--- config.mk ---
export PLATFORM = sky130hd
export DESIGN_NAME = debug_response_tx
export DESIGN_NICKNAME = d
export VERILOG_FILES = /design/src/rtl/debug_response_tx.sv
export SDC_FILE = /design/constraint.sdc
export NUM_CORES = 1
export LEC_CHECK = 0
export BUFFER_PORTS_ARGS = -buffer_cell sky130_fd_sc_hd__buf_2
export CAP_MARGIN = 15
export CORE_ASPECT_RATIO = 1.25
export CORE_MARGIN = 8
export CORE_UTILIZATION = 54
export CTS_BUF_LIST = sky130_fd_sc_hd__clkbuf_8
export CTS_CLUSTER_DIAMETER = 40
export CTS_CLUSTER_SIZE = 24
export DETAILED_ROUTE_END_ITERATION = 16
export PLACE_DENSITY = 0.89
export SYNTH_ARGS = -nofsm -noshare
export SYNTH_HDL_FRONTEND = slang
export SYNTH_SLANG_ARGS = --single-unit
--- constraint.sdc ---
create_clock -name clock -period 2.05 [get_ports clock]
set_input_delay 0.205 -clock clock [delete_from_list [all_inputs] [get_ports clock]]
set_output_delay 0.205 -clock clock [all_outputs]
set_load 0.005 [all_outputs]
--- src/rtl/debug_response_tx.sv ---
// -----------------------------------------------------------------------------
// debug_response_tx
//
// Accepts one command byte from a UART receiver and presents it to a debug
// decoder on `code`. After a settle delay it captures the decoder's response
// (`result`, `size`) and streams size+1 bytes to a UART transmitter, most
// significant byte first. One command is handled at a time. A command byte
// that arrives while a response is still in progress is dropped and flagged
// on `overrun`.
//
// Ports
//   clock     in   rising-edge clock
//   reset     in   asynchronous, active-high reset
//   rx_data   in   [7:0]  command byte, valid while rx_done is high
//   rx_done   in   one-cycle receive strobe
//   code      out  [7:0]  last accepted command, held until the next one
//   result    in   [31:0] decoder response value
//   size      in   [1:0]  response length code, size+1 bytes
//   tx_data   out  [7:0]  byte offered to the transmitter
//   tx_start  out  one-cycle transmit request
//   tx_done   in   one-cycle byte-complete strobe from the transmitter
//   busy      out  high from command acceptance until the last tx_done
//   overrun   out  one-cycle pulse when a command byte is dropped
//
// SETTLE_CYCLES is the decoder settle time, legal range 1..15.
// -----------------------------------------------------------------------------
module debug_response_tx #(
   parameter int unsigned SETTLE_CYCLES = 2
) (
   input  logic        clock,
   input  logic        reset,
   input  logic [7:0]  rx_data,
   input  logic        rx_done,
   output logic [7:0]  code,
   input  logic [31:0] result,
   input  logic [1:0]  size,
   output logic [7:0]  tx_data,
   output logic        tx_start,
   input  logic        tx_done,
   output logic        busy,
   output logic        overrun
);

   typedef enum logic [2:0] {
      IDLE,
      SETTLE,
      CAPTURE,
      SEND,
      WAIT
   } state_t;

   // Settle counter terminal value: SETTLE is left on the cycle the counter
   // reaches this value, giving exactly SETTLE_CYCLES cycles in SETTLE.
   localparam logic [3:0] SETTLE_LAST = 4'(SETTLE_CYCLES - 1);

   state_t      state_q,  state_d;
   logic [7:0]  code_q,   code_d;
   logic [3:0]  settle_q, settle_d;
   logic [31:0] shift_q,  shift_d;   // byte on air always sits in [31:24]
   logic [2:0]  bytes_q,  bytes_d;   // bytes not yet requested

   // NOTE: state registers use non-blocking assignments so every flop samples
   // the pre-edge values of the others, independent of statement order.
   always_ff @(posedge clock or posedge reset) begin
      if (reset) begin
         state_q  <= IDLE;
         code_q   <= 8'h00;
         settle_q <= 4'd0;
         shift_q  <= 32'h0000_0000;
         bytes_q  <= 3'd0;
      end else begin
         state_q  <= state_d;
         code_q   <= code_d;
         settle_q <= settle_d;
         shift_q  <= shift_d;
         bytes_q  <= bytes_d;
      end
   end

   // NOTE: every signal assigned here gets its hold value first, so no path
   // through the case leaves one unassigned and no latch is inferred.
   always_comb begin
      state_d  = state_q;
      code_d   = code_q;
      settle_d = settle_q;
      shift_d  = shift_q;
      bytes_d  = bytes_q;

      unique case (state_q)
         IDLE: begin
            if (rx_done) begin
               code_d   = rx_data;
               settle_d = 4'd0;
               state_d  = SETTLE;
            end
         end

         SETTLE: begin
            if (settle_q == SETTLE_LAST) begin
               state_d = CAPTURE;
            end else begin
               settle_d = settle_q + 4'd1;
            end
         end

         CAPTURE: begin
            // Left-align the lowest size+1 bytes so the first byte to send
            // lands in [31:24]; ~size equals 3-size for a 2-bit code.
            shift_d = result << {~size, 3'b000};
            bytes_d = {1'b0, size} + 3'd1;
            state_d = SEND;
         end

         SEND: begin
            bytes_d = bytes_q - 3'd1;
            state_d = WAIT;
         end

         WAIT: begin
            if (tx_done) begin
               if (bytes_q != 3'd0) begin
                  shift_d = shift_q << 8;
                  state_d = SEND;
               end else begin
                  state_d = IDLE;
               end
            end
         end

         default: state_d = IDLE;
      endcase
   end

   assign code     = code_q;
   // tx_data only moves on the tx_done edge, so it is stable for the whole
   // transmission of the byte it accompanies.
   assign tx_data  = shift_q[31:24];
   assign tx_start = (state_q == SEND);
   assign busy     = (state_q != IDLE);
   // Acceptance happens only from IDLE, so any strobe seen elsewhere is lost,
   // including one coinciding with the final tx_done.
   assign overrun  = rx_done && (state_q != IDLE);

endmodule

==> metrics.md, run 1 <==
| Metric | Value |
|---|---|
| Die H | 101 microns |
| Initial antenna violation count | 0 |
| CP max stage delay | 350 ps |
| Hpwl dp | 5580 microns |
| Detailed Routing Iterations Pass 1 | 4 |
| Min-delay src | rx_data[4] |
| Synth top area cells | dfrtp_1 40%, mux2_2 15%, a32oi_1 4.5% |
| RSZ-0062 raised after global routing | no |
| GRT Total Usage | 0.179 |
| Port bufs | 64 |
| Power share of the clock group | 0.132 |
| Ys flop type | dfrtp_1 |
| Clock root buffer | clkbuf_8 |
| Count leader, synth | dfrtp_1 |
| Tmin final | 1890 ps |
| # diodes | 0 |
| Layout net count | 399 |
| Gpl congestion | 0.888 |
| F_max | 529 MHz |
| Setup WS post-layout | 160 ps |
| Pwr/cell area | 1290 mW/mm^2 |
| Clock transition at the registers of the reported paths | 90 ps |
| P_sw | 1.79 mW |
| FF-to-FF setup slack | 160 ps |
| CP endpoint kind | flop |
| Rel. slew slack | 0.581 |
| Clock Latency Late Sink | 310 ps |
| Critical path arrival | 2090 ps |
| Post-synth net total | 351 |
| Via density | 6.22 |
| Final Routed Wirelength | 7690 microns |
| Row Count | 31 |
| Post-route antenna net violation count | 0 |
| Critical path type | flop to flop |
| Multi-input gate area | 0.00159 sq mm |
| # resized after CTS | 0 |
| Area Overhead vs Synth | 13.9% |
| First DRT Iteration DRCs | 188 |
| Pint | 2.82 mW |
| #FFs+latches synth | 50 |
| Post-synth top area share | 0.400 |
| Tcrit/Tclk final | 0.922 |
| Status | finished clean |
| Logic pwr share | 0.498 |
| Levels on crit path | 7 |
| Worst hold path class | input pin to flop |
| Routed WL per cell | 18.5 microns |
| Setup Total Neg Slack | 0 ps |
| Sw Ratio | 0.388 |
| DP Worst Slack | 232 ps |
| Worst Clk Skew | 3.79 ps |
| Share of cells above drive strength 1 | 0.387 |
| Max_cap viols | 0 |
| Ys Warns | 0 |
| Yosys top cell by area | dfrtp_1 |
| Worst Setup SP | bytes_q[0] |
| Yosys cell types | 44 |
| Top delay family on crit path | adder cells |
| Fin. Hold Viols | 0 |
| Sequential power share | 0.370 |
| Io pins | 65 |
| Maximum buffer depth of the clock tree | 2 |
| Starting Density | 0.548 |
| Crit-path most repeated cell | ha_1 |
| Worst-path fanout max | 32 |
| Post-synthesis sequential area ratio | 0.400 |
| DRC | 0 |
| Power consumption | 4.61 mW |
| Register area | 0.00125 sq mm |
| CTS tree | done |
| Worst Path Required | 2250 ps |
| Crit start category | flop |
| Die ar. | 0.00850 sq mm |
| Largest net degree at the start of global routing | 33 |
| Setup Buffers After CTS | 0 |
| # H-tree levels | 2 |
| Top post-synthesis cells by count | 50 x dfrtp_1, 41 x mux2_2, 23 x inv_1, 19 x a21oi_1, 16 x a32oi_1 |
| Worst IR Drop VDD | 0.000517 V |
| Crit-path cells | inv_1 > ha_1 > ha_1 > nand4bb_1 > a21o_1 > buf_12 > mux2_2 |
| LEAKAGE | 1.71 nW |
| FILL cells | 476 |
| Async set or reset register ratio after synthesis | 1.00 |
| # clock sinks | 50 |
| First-pass GRT wire length | 12600 microns |
| Worst setup path end | shift_q[6] |
| Slowest stage cell, crit path | dfrtp_1 |
| Vias in the first global route | 2696 |
| Vias post-DR | 2580 |
| Mapped Avg Cell Area | 10.4 sq um |
| Core ar. | 0.00570 sq mm |
| Final setup violation count | 0 |
| Max Slew Vio Count | 0 |
| R2r endpoint | shift_q[6] |
| Post-CTS Hold Fix Bufs | 1 |
| Post-Synthesis Cells | 300 |
| Post-synth EDFFs | 0 |
| Worst-margin pin slew | 627 ps |
| Cts bufs inserted | 5 |
| Overflow after GRT | 0 |
| R2R depth | 7 |
| Synth Cell Area | 0.00313 sq mm |
| Critical path buffer and inverter count | 2 |
| Die width | 84.1 microns |
| Reg-to-reg startpoint | bytes_q[0] |
cells by family (layout without fill, tap and decap cells):
group	after synthesis	in the layout	synth area share
AO/OA/AOI/OAI	72	72	0.175
buffers and inverters	60	109	0.0920
XOR/XNOR	1	1	0.00280
multiplexers	51	51	0.180
flip-flops	50	50	0.400
AND/OR/NAND/NOR	61	61	0.130
adder cells (fa/ha/maj)	5	5	0.0200
area by class of cell:
cell class | instances | share of cell area
Clock inverter | 2 | 0.00351
Sequential cell | 50 | 0.351
Clock buffer | 6 | 0.0232
Tap cell | 66 | 0.0232
Inverter | 23 | 0.0242
Multi-Input combinational cell | 190 | 0.447
Timing Repair Buffer | 78 | 0.127
through the flow:
stage	instances	util	hold WS, ps	instance area (sq um)
after floorplan	300	-	315	3130
after global placement	406	0.606	310	3460
after detailed placement	406	0.606	322	3460
after CTS	415	0.625	118	3560
after global routing	415	0.625	120	3560
final	415	0.625	122	3560
power groups by stage:
stage	Combinational [mW]	Clock, mW	Sequential [mW]
floorplan	1.72	0	1.65
global placement	2.19	0	1.68
detailed placement	2.26	0	1.72
CTS	2.28	0.623	1.70
global route	2.52	0.655	1.75
finish	2.29	0.609	1.70
worst min path at each step:
stage / endpoint / depth (start not counted)
after global routing: code[4] / 2
after detailed placement: code[3] / 2
final: code[4] / 2
after floorplan: state_q[2] / 1
after global placement: code[3] / 2
after CTS: code[3] / 2
per-layer routing:
metal / global-route usage / wire length (microns)
met5: 0 / 0
met4: 0.0759 / 149
met3: 0.0461 / 446
met2: 0.323 / 4030
met1: 0.192 / 3060
sequential cells by signal, indices dropped and copies added, names as in the netlist:
| register | count |
|---|---|
| shift_q | 32 |
| code | 8 |
| settle_q | 4 |
| bytes_q | 3 |
| state_q | 3 |
cell usage in the layout, fill, tap and decap left out, types with 3 or more instances in the layout:
| cell type | netlist | layout |
|---|---|---|
| a221o_1 | 8 | 8 |
| nor2_1 | 3 | 3 |
| clkbuf_8 | 0 | 6 |
| and3b_1 | 8 | 8 |
| nand2_1 | 4 | 4 |
| buf_4 | 8 | 11 |
| a32o_1 | 8 | 8 |
| ha_1 | 5 | 5 |
| nand3_1 | 9 | 9 |
| a311oi_1 | 8 | 8 |
| o21ai_0 | 6 | 6 |
| a32oi_1 | 16 | 16 |
| mux2i_1 | 10 | 10 |
| and3_1 | 9 | 9 |
| dfrtp_1 | 50 | 50 |
| a21oi_1 | 19 | 19 |
| or3_1 | 10 | 10 |
| nor2b_1 | 4 | 4 |
| buf_2 | 13 | 64 |
| mux2_2 | 41 | 41 |
| inv_1 | 23 | 22 |
(Power assumes the default switching activity.)
==> run 2: changes to the inputs <==
- BUFFER_PORTS_ARGS: -buffer_cell sky130_fd_sc_hd__buf_2 -> default
- DONT_BUFFER_PORTS: default -> 1
- PLACE_DENSITY: 0.89 -> 0.79
==> run 2 against run 1 <==
Compared with the run above:
- global-route usage down 1.8 points
- sequential power rose by 2%
- worst hold slack worse by 110 ps
- flip-flop and latch count unchanged
- first-iteration DRC count decreased by 26%
- fmax grew 5.1%
- sequential share of layout area grew 3.8 points
- wire length is 9.9% lower
- count of clock-buffer cells in the layout shrank 1
- critical path type unchanged
- largest power group unchanged
==> metrics.md, run 2 (synthesis results as in run 1) <==
| Metric | Value |
|---|---|
| Status | finished clean |
| DRC | 0 (unchanged) |
| # diodes | 0 (unchanged) |
| M3 GR Usage | 0.0518 (+0.00566) |
| Power consumption | 4.25 mW (-7.7%) |
| Final setup violation count | 0 (unchanged) |
| Gpl congestion | 0.839 (-5.5%) |
| Crit-path cells | inv_1 > ha_1 > ha_1 > nand4bb_1 > a21o_1 > buf_12 > mux2_2 |
| Clock root buffer | clkbuf_8 |
| Die H | 101 microns (unchanged) |
| Top delay family on crit path | adder cells |
| Post-route antenna net violation count | 0 (unchanged) |
| Pint | 2.62 mW (-6.9%) |
| Core ar. | 0.00570 sq mm (unchanged) |
| Cts bufs inserted | 5 (unchanged) |
| Sw Ratio | 0.383 (-0.00554) |
| Tcrit/Tclk final | 0.877 (-0.0450) |
| P_sw | 1.63 mW (-9.1%) |
| Largest register FFs | 32 (unchanged) |
| Io pins | 65 (unchanged) |
| Initial antenna violation count | 0 (unchanged) |
| CTS tree | done |
| Vias post-DR | 2300 (-11%) |
| Hpwl dp | 5040 microns (-9.7%) |
| Worst IR Drop VDD | 0.000618 V (+20%) |
| First-pass GRT wire length | 11400 microns (-9.9%) |
| LEAKAGE | 1.46 nW (-15%) |
| Max_cap viols | 0 (unchanged) |
| Worst Clk Skew | 5.89 ps (+2.10 ps) |
| Routed WL per cell | 19.9 microns (+7.1%) |
| GRT Total Usage | 0.161 (-0.0180) |
| Sequential power share | 0.409 (+0.039) |
| Die ar. | 0.00850 sq mm (unchanged) |
| CP max stage delay | 350 ps (about the same) |
| RSZ-0062 raised after global routing | no |
| Logic pwr share | 0.466 (-0.032) |
| Power share of the clock group | 0.125 (-0.007) |
| Commonest non-fill, non-tap cell in the layout | dfrtp_1 |
| Crit-path most repeated cell | ha_1 |
| Worst hold path class | input pin to flop |
| Starting Density | 0.548 (unchanged) |
| Max Slew Vio Count | 0 (unchanged) |
| Critical path buffer and inverter count | 2 (unchanged) |
| Area Overhead vs Synth | 2.84% |
| Rel. slew slack | 0.612 (+0.0312) |
| Layout net count | 334 (-16%) |
| Worst hold-check slack | 15.2 ps (-107 ps) |
| Via density | 6.59 (+6.0%) |
| Worst-margin pin slew | 580 ps (-47.1 ps) |
| Overflow after GRT | 0 (unchanged) |
| Largest Register | shift_q |
| Worst-path fanout max | 32 (unchanged) |
| Slowest stage cell, crit path | dfrtp_1 |
| CP endpoint kind | flop |
| GRT met2 Usage | 0.264 (-0.0590) |
| Maximum buffer depth of the clock tree | 2 (unchanged) |
| Worst Path Required | 2230 ps (-20 ps) |
| Die width | 84.1 microns (unchanged) |
| Row Count | 31 (unchanged) |
| Setup Total Neg Slack | 0 ps (unchanged) |
| Detailed Routing Iterations Pass 1 | 4 (unchanged) |
| First DRT Iteration DRCs | 139 (-26%) |
| Largest net degree at the start of global routing | 39 (+18%) |
| Vias in the first global route | 2195 (-19%) |
| Clock transition at the registers of the reported paths | 80 ps (about the same) |
| # H-tree levels | 2 (unchanged) |
| Port bufs | 0 (-100%) |
| Busiest grt layer | met2 |
| Fin. Hold Viols | 0 (unchanged) |
| Commonest non-fill, non-tap cells in the layout | 50 x dfrtp_1, 41 x mux2_2, 24 x inv_1 |
| Tmin final | 1800 ps (-92.2 ps) |
| Crit start category | flop |
| F_max | 556 MHz (+5.1%) |
| Critical path arrival | 1980 ps (-110 ps) |
| Clock Latency Late Sink | 300 ps (about the same) |
| Final Routed Wirelength | 6930 microns (-9.9%) |
| GR Layer Usage met1 | 0.194 (+0.00238) |
| Critical path type | flop to flop |
| Share of cells above drive strength 1 | 0.237 (-0.150) |
| Pwr/cell area | 1320 mW/mm^2 (+2.2%) |
| # clock sinks | 50 (unchanged) |
## run 2: cell count changes in the layout (fill, tap and decap cells not counted), sizes merged
cell	previous run	this run
buf	77	12
clkbuf	6	5
clkinv	1	0
clkinvlp	1	0
inv	23	25
## run 2: layer usage
layer	vias to the layer above	wire [microns]
li1	1075	-
met1	1129	2890
met2	86	3400
met3	10	515
met4	0	123
met5	-	0
## run 2: cell type report
type	count	area [sq um]
repair buffers	13	125
flip-flops and latches	50	1250
clock buffers	5	68.8
clock inverters	2	7.51
inverters	23	86.3
well taps	66	82.6
multi-input cells	190	1590
fillers	476	2490
## run 2: per-stage QoR
| step | instance area [sq um] | setup WS (ps) | std cells | util |
|---|---|---|---|---|
| detailed placement | 3130 | 272 | 341 | 0.549 |
| global route | 3220 | 156 | 349 | 0.564 |
| global placement | 3130 | 308 | 341 | 0.549 |
| finish | 3220 | 252 | 349 | 0.564 |
| CTS | 3220 | 249 | 349 | 0.564 |
| floorplan | 3130 | 319 | 300 | - |
## run 2: power by group through the flow
stage | clock, mW | sequential, mW | combinational [mW]
after floorplan | 0 | 1.65 | 1.72
after global placement | 0 | 1.74 | 1.93
after detailed placement | 0 | 1.76 | 1.97
after CTS | 0.546 | 1.74 | 1.99
after global routing | 0.578 | 1.80 | 2.20
final | 0.532 | 1.74 | 1.98
## run 2: final timing paths
check	startpoint	to	slack, ps	depth (start not counted)
min in group asynchronous	reset	code[0]	300	2
setup reg to reg	bytes_q[0]	shift_q[0]	250	7
max in group asynchronous	reset	shift_q[3]	1250	3
hold / removal	tx_done	state_q[2]	20	1
hold reg to reg	shift_q[20]	shift_q[20]	490	1
setup / recovery	bytes_q[0]	shift_q[0]	250	7
## run 2: repair_timing
item                                   CTS  global route
setup buffers                            0             0
endpoints found under the hold margin   12             0
resized for setup                        0             0
hold buffers                             1             0
